## src/rtl/uart_pkg.sv

```systemverilog
// Shared UART definitions: receiver FSM encoding, frame size and default bit rate.
package uart_pkg;

  localparam int DATA_BITS        = 8;
  localparam int CLKS_PER_BIT_DEF = 16;

  typedef enum logic [2:0] {
    IDLE  = 3'd0,
    START = 3'd1,
    DATA  = 3'd2,
    STOP  = 3'd3,
    BREAK = 3'd4
  } rx_state_e;

endpackage

```

## src/rtl/uart_rx_sync.sv

```systemverilog
// Two-flop synchronizer for an asynchronous input, with a selectable reset value.
module uart_rx_sync #(
  parameter logic RST_VAL = 1'b1
) (
  input  logic clk,
  input  logic reset,
  input  logic d_i,
  output logic q_o
);

  logic meta_q;
  logic sync_q;

  // Two-stage capture of the async input; both stages reset to the idle level.
  always_ff @(posedge clk) begin
    if (reset) begin
      meta_q <= RST_VAL;
      sync_q <= RST_VAL;
    end else begin
      meta_q <= d_i;
      sync_q <= meta_q;
    end
  end

  assign q_o = sync_q;

endmodule

```

## src/rtl/uart_rx.sv

```systemverilog
// 8N1 UART receiver: start-bit validation at mid-bit, LSB-first data, stop-bit check.
//
// state | meaning
// IDLE  | line high, waiting for a falling edge
// START | counting to mid start bit to confirm it is still low
// DATA  | sampling 8 data bits at mid-bit
// STOP  | sampling stop bit; high -> valid, low -> error
// BREAK | framing error seen, waiting for the line to return high
module uart_rx
  import uart_pkg::*;
#(
  parameter int CLKS_PER_BIT = CLKS_PER_BIT_DEF
) (
  input  logic       clk,
  input  logic       reset,
  input  logic       rx,
  output logic [7:0] data_out,
  output logic       valid,
  output logic       error,
  output logic       RX_active
);

  localparam int HALF  = CLKS_PER_BIT / 2;
  localparam int CNT_W = $clog2(CLKS_PER_BIT);

  localparam logic [CNT_W-1:0] CNT_HALF = CNT_W'(HALF - 1);
  localparam logic [CNT_W-1:0] CNT_LAST = CNT_W'(CLKS_PER_BIT - 1);
  localparam logic [CNT_W-1:0] CNT_ONE  = CNT_W'(1);
  localparam logic [2:0]       IDX_LAST = 3'(DATA_BITS - 1);

  logic                 rx_s;
  rx_state_e            state_q, state_d;
  logic [CNT_W-1:0]     cnt_q, cnt_d;
  logic [2:0]           idx_q, idx_d;
  logic [DATA_BITS-1:0] shreg_q, shreg_d;
  logic [DATA_BITS-1:0] data_q, data_d;
  logic                 valid_q, valid_d;
  logic                 error_q, error_d;

  uart_rx_sync #(
    .RST_VAL(1'b1)
  ) u_sync (
    .clk  (clk),
    .reset(reset),
    .d_i  (rx),
    .q_o  (rx_s)
  );

  // State and datapath registers; reset abandons any frame in progress.
  always_ff @(posedge clk) begin
    if (reset) begin
      state_q <= IDLE;
      cnt_q   <= '0;
      idx_q   <= '0;
      shreg_q <= '0;
      data_q  <= '0;
      valid_q <= 1'b0;
      error_q <= 1'b0;
    end else begin
      state_q <= state_d;
      cnt_q   <= cnt_d;
      idx_q   <= idx_d;
      shreg_q <= shreg_d;
      data_q  <= data_d;
      valid_q <= valid_d;
      error_q <= error_d;
    end
  end

  // Next-state, bit timing and sampling decisions.
  always_comb begin
    state_d = state_q;
    cnt_d   = cnt_q;
    idx_d   = idx_q;
    shreg_d = shreg_q;
    data_d  = data_q;
    valid_d = 1'b0;
    error_d = 1'b0;

    case (state_q)
      IDLE: begin
        if (!rx_s) begin
          state_d = START;
          cnt_d   = '0;
        end
      end

      START: begin
        if (cnt_q == CNT_HALF) begin
          cnt_d = '0;
          if (!rx_s) begin
            state_d = DATA;
            idx_d   = '0;
          end else begin
            // Line went back high before mid start bit: treat as a glitch.
            state_d = IDLE;
          end
        end else begin
          cnt_d = cnt_q + CNT_ONE;
        end
      end

      DATA: begin
        if (cnt_q == CNT_LAST) begin
          cnt_d          = '0;
          shreg_d[idx_q] = rx_s;
          idx_d          = idx_q + 3'd1;
          if (idx_q == IDX_LAST) begin
            state_d = STOP;
          end
        end else begin
          cnt_d = cnt_q + CNT_ONE;
        end
      end

      STOP: begin
        if (cnt_q == CNT_LAST) begin
          cnt_d = '0;
          if (rx_s) begin
            data_d  = shreg_q;
            valid_d = 1'b1;
            state_d = IDLE;
          end else begin
            error_d = 1'b1;
            state_d = BREAK;
          end
        end else begin
          cnt_d = cnt_q + CNT_ONE;
        end
      end

      BREAK: begin
        // Hold off until the line is released so a held-low break cannot start frames.
        if (rx_s) begin
          state_d = IDLE;
        end
      end

      default: begin
        state_d = IDLE;
        cnt_d   = '0;
      end
    endcase
  end

  assign data_out  = data_q;
  assign valid     = valid_q;
  assign error     = error_q;
  assign RX_active = (state_q != IDLE);

endmodule
```

## config.mk

```make
export PLATFORM = sky130hd
export DESIGN_NAME = uart_rx
export DESIGN_NICKNAME = d
export VERILOG_FILES = /design/src/rtl/uart_pkg.sv /design/src/rtl/uart_rx_sync.sv /design/src/rtl/uart_rx.sv
export SDC_FILE = /design/constraint.sdc
export NUM_CORES = 1
export LEC_CHECK = 0
export BUFFER_PORTS_ARGS = -buffer_cell sky130_fd_sc_hd__buf_2
export CAP_MARGIN = 25
export CORE_MARGIN = 4
export CORE_UTILIZATION = 28
export DETAILED_ROUTE_END_ITERATION = 10
export GPL_TIMING_DRIVEN = 0
export PLACE_DENSITY_LB_ADDON = 0.1
export SETUP_SLACK_MARGIN = 0.15
export SLEW_MARGIN = 20
export SYNTH_ARGS = -nofsm -noshare
export SYNTH_HDL_FRONTEND = slang
export SYNTH_SLANG_ARGS = --single-unit
```

## constraint.sdc

```tcl
create_clock -name clk -period 2.17 [get_ports clk]
set_input_delay 0.217 -clock clk [delete_from_list [all_inputs] [get_ports clk]]
set_output_delay 0.217 -clock clk [all_outputs]
set_load 0.05 [all_outputs]
```

* After elaboration in Yosys (flattened, before gate mapping)
Cells that the tools add are included.
Word-level totals: bits in registers 30, logic and storage cells 63
Cells by class: bitwise operators 3, equality and inequality tests 14, order comparisons 2, reduce and logical (&&, ||, !) cells 11, mux-type cells 22, add/sub/neg operators 2
Operators by type and width (number):
- two-way mux 3 bit | 10
- case mux 4 bit (4 select lines) | 1
- case mux 3 bit (5 select lines) | 1
- two-way mux 4 bit | 3
- inequality test 2 bit, second input constant | 6
- bitwise mux 8 bit | 1
- == test 3 x 2 -> 1 bit, second input constant | 2
- == test 3 bit, second input constant | 2
- case mux 3 bit (2 select lines) | 1
- AND reduction 6 bit | 1
- adder 4 x 1 -> 4 bit, second input constant | 1
- == test 4 x 3 -> 1 bit, second input constant | 1
- == test 4 bit, second input constant | 1
- less-than comparator 3 x 4 -> 1 bit, second input constant | 1
- AND reduction 2 bit | 2
- AND reduction 4 bit | 1
- adder 3 x 1 -> 3 bit, second input constant | 1
- demux 1 bit (select 3 bit) | 1
- == test 3 x 1 -> 1 bit, second input constant | 1
- >= comparator 3 x 1 -> 1 bit, second input constant | 1
- zero test 3 bit | 1
- two-way mux 1 bit | 3
- inverter 1 bit | 3
- AND reduction 3 bit | 1
- other kinds (7) | 7

* Depth between registers and ports, before layout
Gate-level depths: netlist of the first run.
word-level depth 5, depth in mapped cells 5

* By module
Synthesis of the first run repeated with hierarchy kept, for this count alone.
Second synthesis, totals: cells, all modules 141, area total of the unflattened synthesis 1291.2 µm²
Modules (own cells, without submodules):
- uart_rx | area each 1238.7 µm², cells an instance 137, instances 1
- uart_rx_sync | area each 52.6 µm², cells an instance 4, instances 1

* Worst setup path before layout of the first run
Ideal clock, no wire load.
path kind register -> register, start register cnt_q[0], end register data_q[0], in the netlist data_out[0], path buffers 1, data arrival time 1.307 ns, setup time 0.120 ns, data required time 2.050 ns, setup slack 0.743 ns, cell stages (with the launch flop) 6, cells stage by stage dfxtp_1 -> ha_1 -> nand4_1 -> or3_1 -> buf_2 -> mux2i_1
Between the ends: longest elaborated chain between the ends 2
RTL lines:
- start: declaration | RTL line uart_rx.sv:33 | logic [CNT_W-1:0] cnt_q, cnt_d;
- start signal: assignment | RTL line uart_rx.sv:61 | cnt_q <= cnt_d;
- == test 4 bit | RTL line uart_rx.sv:117 | if (cnt_q == CNT_LAST) begin
- AND reduction 3 bit (no line)
- end signal: assignment | RTL line uart_rx.sv:64 | data_q <= data_d;
- end: declaration | RTL line uart_rx.sv:36 | logic [DATA_BITS-1:0] data_q, data_d;
No other way between the ends. A chain may end at the register's enable or synchronous reset.

* Final worst setup path of the first run
start register cnt_q[0], end register data_q[5], in the netlist data_out[5]
Same word-level chain as after synthesis.

==> impl_metrics.yaml, run 1 <==
global_route:
  grt_use_met1: 0.143
  grt_pass1_vias: 1039
  grt_use_met2: 0.149
  busiest_layer: "met2"
  grt_overflow_total: 0
  antenna_found_initial: 0
  grt_pass1_wl_um: 5080
  grt_max_degree: 11
  met3_usage: 0.0420
  grt_use_total: 0.106
critical_path:
  worstPathCellList: "ha_1 -> nand4_1 -> nor3_2 -> mux2i_1"
  cp_data_arrival_time_ps: 1810
  startpoint_type: "flop"
  crit_buf_inv: 0
  crit_fanout: 5
  crit_required_ps: 2380
  path_class: "reg -> reg"
  critPathTopFamily: "simple AND/OR/NAND/NOR gates"
  critical_path.slowest_cell: "nor3_2"
  cpPeakStageDelay_ps: 460
  endpoint_kind: "flop"
route:
  firstDrtPassIters: 4
  drt-initial-drc-count: 61
  wire_per_inst_um: 12.4
  drtAntennaViolNets: 0
  via_per_inst: 4.71
  drc: 0
  vias: 1098
  wl_um: 2890
yosys:
  ys_warn_count: 0
  yosys-top-cells-area: "dfxtp_1 43%, mux2i_1 11%, nand2b_1 8.9%, ha_1 2.7%, nand3_1 2.5%"
  ys_async_sr_fraction: 0
  synth_area_um2: 1400
  synth_ff_type: "dfxtp_1"
  synth_top_area_frac: 0.428
  yosys.area.top_type: "dfxtp_1"
  synth_edf_count: 0
  synth_area_per_cell_um2: 9.68
  post_synth_inst_count: 145
  synth_cell_types: 40
  seq_area_frac_synth: 0.428
  synth_nets: 151
  ys_ff_latch: 30
timing:
  finClkSkew_ps: 6.44
  fin_crit_ps: 1600
  hold_ws_ps: 120
  setup_viol: 0
  tns_ps: 0
  relSlewSlack: 0.646
  rsz0062_at_grt: "false"
  worst_slack_ps: 570
  slew_violations: 0
  max_freq_mhz: 625
  tightest_slew_ps: 528
  hold_violations: 0
  post-route-period-util: 0.737
placed_design:
  dp_hpwl_um: 2060
  place_ws_ps: 553
  placedInstanceArea_um2: 1550
  gp_congestion: 0.760
  io_buffers: 13
finish:
  layout_common_cells: "30 x dfxtp_1, 20 x nand2b_1, 17 x buf_2"
  layout_commonest_cell: "dfxtp_1"
  final_core_util: 0.344
  post-route-cell-area_um2: 1650
  area_growth_pct: 17.4
  nets: 171
  nFillCells: 492
  drive_gt1_frac: 0.205
  n_antenna_cell: 0
die:
  die_area_um2: 6210
  initial_core_util: 0.293
  die_h_um: 78.8
  ios: 14
  fp.dieW_um: 78.8
  num_rows: 25
  core-area_um2: 4790
clocking:
  cts_hold_buf: 0
  clk_path_buf_depth: 2
  clock_latency_ps: 280
  numCtsBuffers: 5
  h-tree-depth: 2
  cts_tree: "yes"
  cts-resized-gates: 0
  cts_sinks: 30
  clkSlewWorstSetupHoldPaths_ps: 70
  cts_setup_buffers: 0
  clock_tree.root_cell: "clkbuf_8"
pwr:
  peakVddDrop_v: 0.000328
  p_leak_nw: 0.698
  p_per_area_nw_per_um2: 648
run_status:
  status: "complete, no violations"
job:
  maxCapViolCount: 0
worst_hold_path:
  worstHoldPathType: "in -> reg"
-- through the flow --
step,total power [mW],std cells
after floorplan,0.602,145
after global placement,0.614,225
after detailed placement,0.614,225
after CTS,1.09,233
after global routing,1.13,233
final,1.07,233
-- worst register-to-register path, stage by stage, from the launching register on --
cell	delay (ps)
dfxtp_1	380
ha_1	240
nand4_1	210
nor3_2	460
mux2i_1	250
-- logic make-up (layout without fill, tap and decap cells) --
family                     Yosys count  after routing  synth area share
AOI/OAI and AO/OA                   18             18            0.0980
xor gates and xnor gates             3              3            0.0187
adders and majority gates            3              3            0.0267
buffers and inverters               12             33            0.0410
DFF                                 30             30             0.428
muxes                               16             16             0.114
and+or+nand+nor                     63             63             0.274
-- path summary, 6_finish.rpt --
check | startpoint | to | slack (ps) | depth (start not counted)
setup / recovery | cnt_q[0] | data_out[5] | 570 | 4
hold / removal | rx | u_sync.meta_q | 120 | 2
hold reg to reg | u_sync.meta_q | u_sync.q_o | 410 | 1
setup reg to reg | cnt_q[0] | data_out[5] | 570 | 4
-- sequential cells by signal, indices dropped and copies added, names as in the netlist --
register	count
shreg_q	8
idx_q	3
data_out	8
valid	1
error	1
u_sync.meta_q	1
cnt_q	4
u_sync.q_o	1
state_q	3
-- power breakdown --
group          switching, mW  leakage (nW)  internal, mW  total (mW)
clock                  0.213        0.0472         0.254       0.467
sequential           0.00538         0.242         0.555       0.560
combinational         0.0238         0.408        0.0176      0.0414
total                  0.242         0.698         0.827        1.07
-- cell type report --
cell class                      instances  area (µm²)  share of cell area
Buffer                                 10        50.0              0.0304
Clock buffer                            6        82.6              0.0501
Clock inverter                          2        12.5             0.00759
Inverter                                2        7.51             0.00456
Multi-Input combinational cell        103         746               0.453
Sequential cell                        30         601               0.364
Tap cell                               67        83.8              0.0509
Timing Repair Buffer                   13        65.1              0.0395
-- routing by layer --
metal	vias up	wire length, µm
met5	-	0
met4	0	42
met3	5	163
met2	24	1210
met1	511	1470
li1	558	-
-- Yosys cell counts, types with 2 or more instances --
library cell  count
a21oi_1           2
a32oi_1           2
and4b_1           2
buf_2             4
clkbuf_1          4
dfxtp_1          30
ha_1              3
inv_1             2
mux2i_1          16
nand2_1           3
nand2b_1         20
nand3_1           7
nand4_1           5
nand4b_1          2
nor2_1            8
nor2b_1           3
nor3b_1           2
o211ai_1          2
o21ai_1           2
or2_2             4
or3_1             2
xor2_1            2
Power figures use the tool's default switching activity.
==> inputs of run 2 (changes only) <==
ABC_AREA = 1   (was unset)
clock period = 1.5 ns   (was 2.17 ns; I/O delays follow)
==> run 2 against run 1 <==
  * Final area rose by 14%
  * Clock skew fell by 0.89 ps
  * Fmax rose by 19%
  * Highest routed layer unchanged
  * Non-clock buffer count rose by 5
==> impl_metrics.yaml, run 2 <==
placed_design:
  numPlacedInstances: 268
  dp_hpwl_um: 2280
  place_ws_ps: -31.8
  io_buffers: 13
  gp_congestion: 0.782
global_route:
  grt_overflow_total: 0
  grt_pass1_vias: 1205
  grt_use_total: 0.111
  antenna_found_initial: 0
  grt_pass1_wl_um: 5340
  grt_max_degree: 11
worst_hold_path:
  holdPathStages: 2
  hold_path_startpoint: "rx"
  hold_end: "u_sync.meta_q"
  worstHoldPathType: "in -> reg"
yosys:
  synth_nets: 194
  synth_cell_types: 27
  synth_commonest_cells: "35 x nor2_1, 30 x dfxtp_1, 25 x nand2_1, 16 x inv_1"
  synth_edf_count: 0
  ys_ff_latch: 30
  ys_warn_count: 0
  ys_async_sr_fraction: 0
  synth_ff_type: "dfxtp_1"
  yosys.area.top_type: "dfxtp_1"
  synth.most_common_cell: "nor2_1"
  seq_area_frac_synth: 0.423
  post_synth_inst_count: 188
  synth_area_um2: 1420
  synth_top_area_frac: 0.423
  synth_area_per_cell_um2: 7.56
  yosys-top-cells-area: "dfxtp_1 42%, nor2_1 9.2%, nand2_1 6.6%, nand3_1 4.6%, o21ai_0 4.6%"
finish:
  layout_commonest_cell: "nor2_1"
  nFillCells: 533
  finalNonFillerCells: 289
  n_antenna_cell: 0
  area_growth_pct: 32.0
  layout_common_cells: "34 x nor2_1, 25 x nand2_1, 23 x dfxtp_1"
  drive_gt1_frac: 0.329
  nets: 227
  final_core_util: 0.390
run_status:
  status: "complete, no violations"
route:
  vias: 1333
  drc: 0
  drt-initial-drc-count: 55
  via_per_inst: 4.61
  firstDrtPassIters: 5
  wire_per_inst_um: 12.2
  drtAntennaViolNets: 0
  wl_um: 3540
critical_path:
  critical_path.slowest_cell: "dfxtp_4"
  worstPathCellList: "ha_4 -> nand3_4 -> nor2_8 -> buf_12 -> nand2_8 -> nor2_2 -> o21ai_1 -> nor2_1"
  endpoint_kind: "flop"
  r2r_start: "cnt_q[1]"
  crit_fanout: 6
  crit_required_ps: 1730
  reg2reg_depth: 8
  cpPeakStageDelay_ps: 360
  path_class: "reg -> reg"
  startpoint_type: "flop"
  r2r_slack_ps: 160
  cp_data_arrival_time_ps: 1570
  r2r-end: "shreg_q[7]"
clocking:
  clock_tree.root_cell: "clkbuf_8"
  h-tree-depth: 2
  cts_tree: "yes"
  clk_path_buf_depth: 2
  clock_latency_ps: 290
  numCtsBuffers: 5
  cts_sinks: 30
  clkSlewWorstSetupHoldPaths_ps: 60
timing:
  relSlewSlack: 0.659
  worst_slack_ps: 156
  hold_violations: 0
  rsz0062_at_grt: "true"
  setup_viol: 0
  max_freq_mhz: 744
  slew_violations: 0
  tns_ps: 0
  fin_crit_ps: 1340
  post-route-period-util: 0.896
  finClkSkew_ps: 5.55
  tightest_slew_ps: 512
die:
  initial_core_util: 0.295
  num_rows: 25
  fp.dieW_um: 79.3
  die_area_um2: 6280
  die_h_um: 79.3
  ios: 14
  core-area_um2: 4820
pwr:
  peakVddDrop_v: 0.000809
  power_mw: 2.84
  p_per_area_nw_per_um2: 1510
  p_leak_nw: 0.786
job:
  maxCapViolCount: 0
[run 2: per-layer routing]
layer	wire [µm]	global-route usage
met4	76	0.0601
met2	1740	0.189
met3	163	0.0363
met1	1550	0.120
met5	0	0
[run 2: worst max-delay path, delay by kind of cell, from the launching register on]
kind | cells | cell delay (ps)
compound gates | 1 | 60
fa+ha+maj | 1 | 160
buf+inv | 1 | 120
flops | 1 | 360
simple gates | 5 | 580
[run 2: area by class of cell]
cell class                 count  area (µm²)  area share
clock inverter                 1        5.00     0.00267
inverter                      19        81.3      0.0433
buffer                         4        25.0      0.0133
clock buffer                   7        86.3      0.0460
tap                           67        83.8      0.0447
multi-input combinational    136         803       0.428
timing repair inverter         1        6.26     0.00333
timing repair buffer          24         166      0.0887
sequential                    30         619       0.330
[run 2: worst max path at each step]
| stage | from | endpoint | slack, ps | cells after the start |
|---|---|---|---|---|
| finish | cnt_q[1] | shreg_q[7] | 160 | 8 |
| global route | cnt_q[1] | shreg_q[7] | 80 | 8 |
| CTS | cnt_q[0] | state_q[1] | 160 | 8 |
| detailed placement | cnt_q[0] | shreg_q[4] | -30 | 8 |
| global placement | cnt_q[0] | shreg_q[4] | -40 | 8 |
| floorplan | state_q[1] | state_q[0] | 170 | 7 |
[run 2: repair_timing]
item | 4_1_cts | 5_1_grt
cloned | 0 | 2
endpoints found under the setup margin | 22 | 25
resized for setup | 16 | 19
setup buffers | 2 | 9
pin swaps | 3 | 7
hold buffers | 0 | 0
[run 2: cell families (layout without fill, tap and decap cells)]
kind of cell | count (synthesis) | count (layout) | share of synthesized area
compound gates | 35 | 35 | 0.130
fa+ha+maj | 3 | 3 | 0.0264
simple gates | 96 | 97 | 0.348
buf+inv | 23 | 56 | 0.0669
xor+xnor | 1 | 1 | 0.00616
flops | 30 | 30 | 0.423
[run 2: power breakdown]
part	switching, mW	internal, mW	leakage [nW]	total (mW)
registers	0.100	0.885	0.247	0.986
clock network	0.310	0.370	0.0482	0.680
logic	0.724	0.450	0.491	1.17
total	1.14	1.71	0.786	2.84
[run 2: stage by stage]
stage                     instance area [µm²]  hold slack (ps)
final                                    1880             47.0
after floorplan                          1420              254
after global routing                     1880             57.6
after CTS                                1740             44.1
after global placement                   1570              333
after detailed placement                 1570              340
